===== src/rtl/mem_access_ctrl.sv =====
// Single-outstanding load/store bridge between a valid/ready requester and a
// simple strobe-based memory with a fixed read latency.
module mem_access_ctrl #(
  parameter int ADDR_WIDTH   = 8,
  parameter int DATA_WIDTH   = 32,
  parameter int READ_LATENCY = 1
) (
  input  logic                  clock,
  input  logic                  reset_n,
  input  logic                  req_valid,
  output logic                  req_ready,
  input  logic                  req_write,
  input  logic [ADDR_WIDTH-1:0] req_addr,
  input  logic [DATA_WIDTH-1:0] req_wdata,
  output logic                  rsp_valid,
  input  logic                  rsp_ready,
  output logic [DATA_WIDTH-1:0] rsp_rdata,
  output logic                  rsp_error,
  output logic [7:0]            err_count,
  output logic                  MemRead,
  output logic                  MemWrite,
  output logic [ADDR_WIDTH-1:0] Address,
  output logic [DATA_WIDTH-1:0] WriteData,
  input  logic [DATA_WIDTH-1:0] ReadData
);

  typedef enum logic [1:0] {IDLE, ISSUE, WAIT, RESP} state_e;

  localparam logic [1:0] LAT_LOAD = 2'(READ_LATENCY);

  state_e                state_q, state_d;
  logic                  wr_q, wr_d;
  logic [1:0]            lat_cnt_q, lat_cnt_d;
  logic                  mem_rd_q, mem_rd_d;
  logic                  mem_wr_q, mem_wr_d;
  logic [ADDR_WIDTH-1:0] addr_q, addr_d;
  logic [DATA_WIDTH-1:0] wdata_q, wdata_d;
  logic                  rsp_valid_q, rsp_valid_d;
  logic [DATA_WIDTH-1:0] rdata_q, rdata_d;
  logic                  err_q, err_d;
  logic [7:0]            err_cnt_q, err_cnt_d;

  function automatic logic [7:0] sat_inc8(input logic [7:0] v);
    return (v == 8'hFF) ? v : v + 8'd1;
  endfunction

  function automatic logic is_misaligned(input logic [ADDR_WIDTH-1:0] a);
    return a[1:0] != 2'b00;
  endfunction

  always_comb begin
    state_d     = state_q;
    wr_d        = wr_q;
    lat_cnt_d   = lat_cnt_q;
    mem_rd_d    = 1'b0;
    mem_wr_d    = 1'b0;
    addr_d      = addr_q;
    wdata_d     = wdata_q;
    rsp_valid_d = rsp_valid_q;
    rdata_d     = rdata_q;
    err_d       = err_q;
    err_cnt_d   = err_cnt_q;
    case (state_q)
      IDLE: begin
        if (req_valid) begin
          wr_d = req_write;
          // Misaligned requests bypass memory entirely and answer at once.
          if (is_misaligned(req_addr)) begin
            state_d     = RESP;
            rsp_valid_d = 1'b1;
            rdata_d     = '0;
            err_d       = 1'b1;
            err_cnt_d   = sat_inc8(err_cnt_q);
          end else begin
            state_d  = ISSUE;
            addr_d   = req_addr;
            mem_rd_d = !req_write;
            mem_wr_d = req_write;
            if (req_write) wdata_d = req_wdata;
          end
        end
      end
      ISSUE: begin
        if (wr_q) begin
          state_d     = RESP;
          rsp_valid_d = 1'b1;
          rdata_d     = '0;
          err_d       = 1'b0;
        end else begin
          state_d   = WAIT;
          lat_cnt_d = LAT_LOAD;
        end
      end
      WAIT: begin
        if (lat_cnt_q == 2'd1) begin
          state_d     = RESP;
          rsp_valid_d = 1'b1;
          rdata_d     = ReadData;
          err_d       = 1'b0;
        end else begin
          lat_cnt_d = lat_cnt_q - 2'd1;
        end
      end
      RESP: begin
        if (rsp_ready) begin
          state_d     = IDLE;
          rsp_valid_d = 1'b0;
          rdata_d     = '0;
          err_d       = 1'b0;
        end
      end
      default: state_d = IDLE;
    endcase
  end

  always_ff @(posedge clock or negedge reset_n) begin
    if (!reset_n) begin
      state_q     <= IDLE;
      wr_q        <= 1'b0;
      lat_cnt_q   <= 2'd0;
      mem_rd_q    <= 1'b0;
      mem_wr_q    <= 1'b0;
      addr_q      <= '0;
      wdata_q     <= '0;
      rsp_valid_q <= 1'b0;
      rdata_q     <= '0;
      err_q       <= 1'b0;
      err_cnt_q   <= 8'd0;
    end else begin
      state_q     <= state_d;
      wr_q        <= wr_d;
      lat_cnt_q   <= lat_cnt_d;
      mem_rd_q    <= mem_rd_d;
      mem_wr_q    <= mem_wr_d;
      addr_q      <= addr_d;
      wdata_q     <= wdata_d;
      rsp_valid_q <= rsp_valid_d;
      rdata_q     <= rdata_d;
      err_q       <= err_d;
      err_cnt_q   <= err_cnt_d;
    end
  end

  assign req_ready = (state_q == IDLE);
  assign rsp_valid = rsp_valid_q;
  assign rsp_rdata = rdata_q;
  assign rsp_error = err_q;
  assign err_count = err_cnt_q;
  assign MemRead   = mem_rd_q;
  assign MemWrite  = mem_wr_q;
  assign Address   = addr_q;
  assign WriteData = wdata_q;

  // Strobes are exclusive and live only for the single ISSUE cycle.
  a_no_dual_strobe: assert property (@(posedge clock) disable iff (!reset_n)
    !(mem_rd_q && mem_wr_q));
  a_strobe_in_issue: assert property (@(posedge clock) disable iff (!reset_n)
    (mem_rd_q || mem_wr_q) |-> (state_q == ISSUE));

endmodule

===== config.mk =====
export PLATFORM = sky130hd
export DESIGN_NAME = mem_access_ctrl
export DESIGN_NICKNAME = d
export VERILOG_FILES = /design/src/rtl/mem_access_ctrl.sv
export SDC_FILE = /design/constraint.sdc
export NUM_CORES = 1
export LEC_CHECK = 0
export BUFFER_PORTS_ARGS = -buffer_cell sky130_fd_sc_hd__buf_2
export CORE_MARGIN = 1
export CORE_UTILIZATION = 52
export CTS_CLUSTER_SIZE = 10
export DETAILED_ROUTE_END_ITERATION = 8
export PLACE_DENSITY_LB_ADDON = 0.08
export SLEW_MARGIN = 15
export SYNTH_ARGS = -nofsm -noshare
export SYNTH_HDL_FRONTEND = slang
export SYNTH_SLANG_ARGS = --single-unit

===== constraint.sdc =====
create_clock -name clock -period 5.7 [get_ports clock]
set_clock_uncertainty 0.1 [all_clocks]
set_input_delay 0.285 -clock clock [delete_from_list [all_inputs] [get_ports clock]]
set_output_delay 0.285 -clock clock [all_outputs]
set_load 0.05 [all_outputs]

# Yosys cells after proc, flatten, opt, wreduce, memory -nomap -nowiden
# Index checks and enable logic that the tools add are counted.
[word_totals] reg_bits=89 input_bits=77 output_inout_bits=85 word_cells=68
[classes] add_sub_neg=2 n_eq_ne=12 muxes=30 n_bitwise=2 n_reduce_logical=11
[ops] op="32-bit 2-to-1 mux" n=5
[ops] op="32-bit case mux with 4 select lines" n=1
[ops] op="1-bit 2-to-1 mux" n=14
[ops] op="2-bit 2-to-1 mux" n=6
[ops] op="2-bit inequality test (second input constant)" n=6
[ops] op="3-bit AND reduction" n=3
[ops] op="8-bit by 1-bit adder with 8-bit output (second input constant)" n=1
[ops] op="8-bit equality test (second input constant)" n=1
[ops] op="1-bit case mux with 4 select lines" n=2
[ops] op="2-bit case mux with 4 select lines" n=1
[ops] op="4-bit AND reduction" n=2
[ops] op="5-bit AND reduction" n=1
[ops] op="2-bit by 1-bit equality test with 1-bit output (second input constant)" n=2
[ops] op="2-bit equality test (second input constant)" n=2
[ops] op="2-bit case mux with 2 select lines" n=1
[ops] op="2-bit nonzero test" n=2
[ops] op="2-bit logical NOT" n=1
[ops] op="2-bit by 1-bit inequality test with 1-bit output (second input constant)" n=1
[ops] op="1-bit NOT" n=2
[ops] op="2-bit AND reduction" n=1
[ops] op="2-bit by 1-bit subtractor with 2-bit output (second input constant)" n=1
[ops] op="1-bit logical NOT" n=1

# Logic depth before layout (Yosys ltp)
[depth] ltp_word=4 depth_mapped=8 mapped_depth_nobuf=6

# Least setup slack after synthesis
# No wires, ideal clock.
[synth_timing] kind="flip-flop to flip-flop" startpoint="reg state_q[0]" endpoint="reg wdata_q[10] (netlist: WriteData[10])" setup_ns=0.125 t_arrival_ns=2.164 t_required_ns=5.475 slack_ns=3.311 stages_incl_launch_ff=9 path_buffers=2 synth_period_minus_slack_ns=2.389 path_cell_list="dfrtp_1 > inv_1 > ha_1 > buf_4 > nand2_4 > nor3_4 > nand2_4 > buf_6 > mux2_4"
[synth_via] elab_chain_len=2
[synth_lines] element="from (decl)" line="31" rtl="state_e state_q, state_d;"
[synth_lines] element="from (signal assigned)" line="130" rtl="state_q <= state_d;"
[synth_lines] element="2-bit logical NOT"
[synth_lines] element="named net req_ready" line="11" rtl="output logic req_ready,"
[synth_lines] element="4-bit AND reduction (no source line)"
[synth_lines] element="to (signal assigned)" line="136" rtl="wdata_q <= wdata_d;"
[synth_lines] element="to (decl)" line="37" rtl="logic [DATA_WIDTH-1:0] wdata_q, wdata_d;"
# The timed path passes the listed nets, and every way through them passes these cells.
# A chain may end at the register's enable or synchronous reset.

# Worst setup path in the final report
[layout_timing] startpoint="reg state_q[1]" endpoint="reg wdata_q[12] (netlist: WriteData[12])"
[layout_via] elab_chain_len=2
[layout_lines] element="2-bit logical NOT" line="63" rtl="case (state_q)"
[layout_lines] element="4-bit AND reduction (no source line)"
# No other way between the ends.

==> run_results.csv <==
group,metric,value,unit
status,run_status,"complete, no violations",
cells_and_area,finalCoreUtilization,69.3,%
critical_path,critical-path-top-cell-by-count,"nand2_4",
grt,first_pass_grt_wire_length,11500,um
timing,max_clock_freq,399,MHz
critical_path,cp-startpoint,"state_q[1]",
logic_synthesis,post-synth-top-count-cell,"dfrtp_1",
logic_synthesis,post_synthesis_adder_cell_area_fraction,1.93,%
timing,totalNegativeSetupSlack,0,ns
critical_path,worst_setup_path_end_kind,"register",
grt,grt_pass1_vias,2563,
floorplanning,die_height,88.5,um
critical_path,cp_slowest_cell,"dfrtp_1",
detailed_routing,first_pass_iters,4,
logic_synthesis,synth_common_cells,"dfrtp_1 (89), nand2_1 (39), inv_1 (38)",
cts,clock_insertion_delay_at_the_later_pin_of_the_skew_report,0.34,ns
timing,relSlewSlack,47.4,%
power,cellLeakagePower,0.00287,uW
cts,cts_tree,"done",
cts,tritoncts.num_buffers,9,
logic_synthesis,ys_seq_area_share,57.3,%
critical_path,cp_max_fo,33,
timing,fraction_of_the_cycle_the_final_worst_path_needs,43.9,%
floorplanning,floorplan.initialDensity,53.6,%
detailed_routing,avgRoutedWirePerCell,13.4,um
power,irDropWorstVdd,0.392,mV
grt,grt_max_degree,90,
detailed_routing,routed_via_count_divided_by_cell_count,4.75,
timing,finalHoldViolCount,0,
logic_synthesis,postSynthRegisterBits,89,
detailed_routing,routed_wirelength,7580,um
logic_synthesis,asyncSetResetFlopFracSynth,100,%
cells_and_area,finalNetCount,546,
timing,maxSlewViolCount,0,
critical_path,timing_worst_setup_path_type,"register to register",
critical_path,worst_path_dominant_cell_family,"simple AND/OR/NAND/NOR gates",
cells_and_area,area_of_the_multi_input_gates,1440,um^2
critical_path,critPathArrivalTime,2.63,ns
job,maxCapViolCount,0,
floorplanning,die_x,88.5,um
logic_synthesis,synth_ff_type,"dfrtp_1",
logic_synthesis,mappedNetlistArea,3890,um^2
place,globalplace.congestion,0.729,
cts,path_clk_slew,0.09,ns
floorplanning,rows,31,
critical_path,cp.required,5.83,ns
cells_and_area,num_antenna_cells,0,
logic_synthesis,synthSimpleGateAreaFrac,7.72,%
cts,clock_tree.root_cell,"clkbuf_8",
detailed_routing,num_vias,2696,
cts,max-clock-path-buffers,2,
grt,gr-total-overflow,0,
timing,final_hold_slack,0.0609,ns
timing,worstMarginPinSlew,0.788,ns
cts,clock_tree.htree_level_count,3,
cts,clock_sinks,89,
floorplanning,design.portCount,162,
logic_synthesis,synth-xor-area-share,1.58,%
critical_path,rr_startpoint,"state_q[1]",
critical_path,crit_buf_inv,1,
logic_synthesis,synth_top_family_by_area,"multiplexers",
place,number_of_buffers_added_on_ports,161,
detailed_routing,drt_iter0_markers,68,
timing,timing.final.setup_violations,0,
place,placedCellCount,550,
logic_synthesis,syn_inst,299,
logic_synthesis,yosysUniqueCellTypes,35,
timing,unrepaired_setup_endpoints_after_global_routing,"no",
logic_synthesis,synth_top_cell_by_area,"dfrtp_1",
cells_and_area,share_of_final_layout_standard_cells_stronger_than_drive_strength_1,47.4,%
critical_path,timing.critical_path.cells,"inv_1 -> ha_1 -> nand2_4 -> nor3_4 -> nand2_4 -> mux2_4",
hold_path,min-delay-path-class,"input pin to register",
logic_synthesis,synth.area.mux_share,22.9,%
detailed_routing,total_drc_errors_in_the_routed_layout,0,
logic_synthesis,synth.net_count,382,
hold_path,hold_start,"req_addr[0]",
place,dp_hpwl,5410,um
grt,antenna_found_initial,0,
logic_synthesis,edff_count_synth,0,
critical_path,critPathMaxStageDelay,0.43,ns
floorplanning,core,7250,um^2
cells_and_area,register_area,2230,um^2
floorplanning,design.die.area,7830,um^2
logic_synthesis,post-synth-top-area-fraction,57.3,%
cts,post_cts_buffers,0,
timing,final.min_clock_period,2.50,ns
logic_synthesis,synth.area.top_cells,"dfrtp_1 (57%), mux2_4 (11%), mux2i_1 (8.5%)",
grt,track_usage,19.3,%
power,pwr_per_cell_area,683,nW/um^2
critical_path,start_kind,"register",
cells_and_area,area_growth_syn_to_layout,29.2,%
logic_synthesis,synthesized_area_fraction_occupied_by_ao_oa_aoi_and_oai_cells,2.64,%
cells_and_area,nFillCells,562,
detailed_routing,final_antenna_net_count,0,
logic_synthesis,syn_avg_cell_area,13.0,um^2
cells_and_area,stdcell_count,567,
logic_synthesis,synth_warnings,0,
[metrics by stage]
stage	setup WS, ns	area, um^2	power, uW
final	3.20	5030	3430
after global routing	2.98	5030	3610
after CTS	3.14	5010	3470
after detailed placement	3.15	4750	2910
after global placement	3.20	4750	2880
after floorplan	3.31	3890	2520
[cell usage in the layout (no fill, tap or decap), types with 3 or more instances in the layout]
cell,Yosys,routed
nand2_1,39,39
clkbuf_8,0,9
nor2b_1,3,3
bufinv_16,0,4
ha_1,6,6
inv_1,38,38
and3_1,3,3
nand2b_1,3,3
mux2_2,11,11
dfrtp_1,89,89
buf_2,1,160
mux2i_1,33,33
mux2_4,29,29
nand4_1,3,3
nor2_1,4,4
xnor2_1,6,6
[flip-flops by register name (all words and copies together), names as in the netlist]
name       count
err_count      8
rsp_valid      1
rsp_error      1
state_q        2
MemRead        1
lat_cnt_q      2
WriteData     32
Address        8
wr_q           1
rsp_rdata     32
MemWrite       1
[cells by family (layout without fill, tap and decap cells)]
family | count (synthesis) | after routing
fa+ha+maj | 6 | 6
flops | 89 | 89
xor+xnor | 7 | 7
buf+inv | 49 | 218
simple gates | 62 | 62
mux | 73 | 73
compound gates | 13 | 13
[repair_timing]
action,CTS,global route
endpoints found under the hold margin,0,77
endpoints found under the setup margin,0,0
resized for setup,0,0
hold buffers,0,1
[layout make-up]
type	instances	share of cell area (%)
sequential	89	44.3
multi-input combinational	161	28.6
timing repair buffer	164	16.7
inverter	38	2.84
clock buffer	11	2.61
clock inverter	5	2.54
tap	99	2.46
[metal layers]
| metal | vias to the layer above | part of all wire [%] | global-route usage (%) |
|---|---|---|---|
| met5 | - | 0 | 0 |
| met4 | 0 | 1.4 | 7.92 |
| met2 | 103 | 47 | 30.3 |
| met1 | 1287 | 44 | 25.4 |
| li1 | 1297 | - | - |
| met3 | 9 | 8.1 | 5.41 |
[final timing paths]
kind | end | slack (ns) | cells after the start
worst min-delay path | MemRead | 0.06 | 2
worst max register to register | WriteData[12] | 3.20 | 6
worst max-delay path | WriteData[12] | 3.20 | 6
min in group asynchronous | rsp_rdata[27] | 0.46 | 2
worst min register to register | err_count[6] | 0.40 | 1
max in group asynchronous | WriteData[28] | 4.49 | 2
[power breakdown]
group,switching (uW),internal [uW],leakage (uW)
combinational,1320,534,0.00159
sequential,146,887,0.00115
clock,213,336,0.000124
Power figures use the tool's default switching activity.
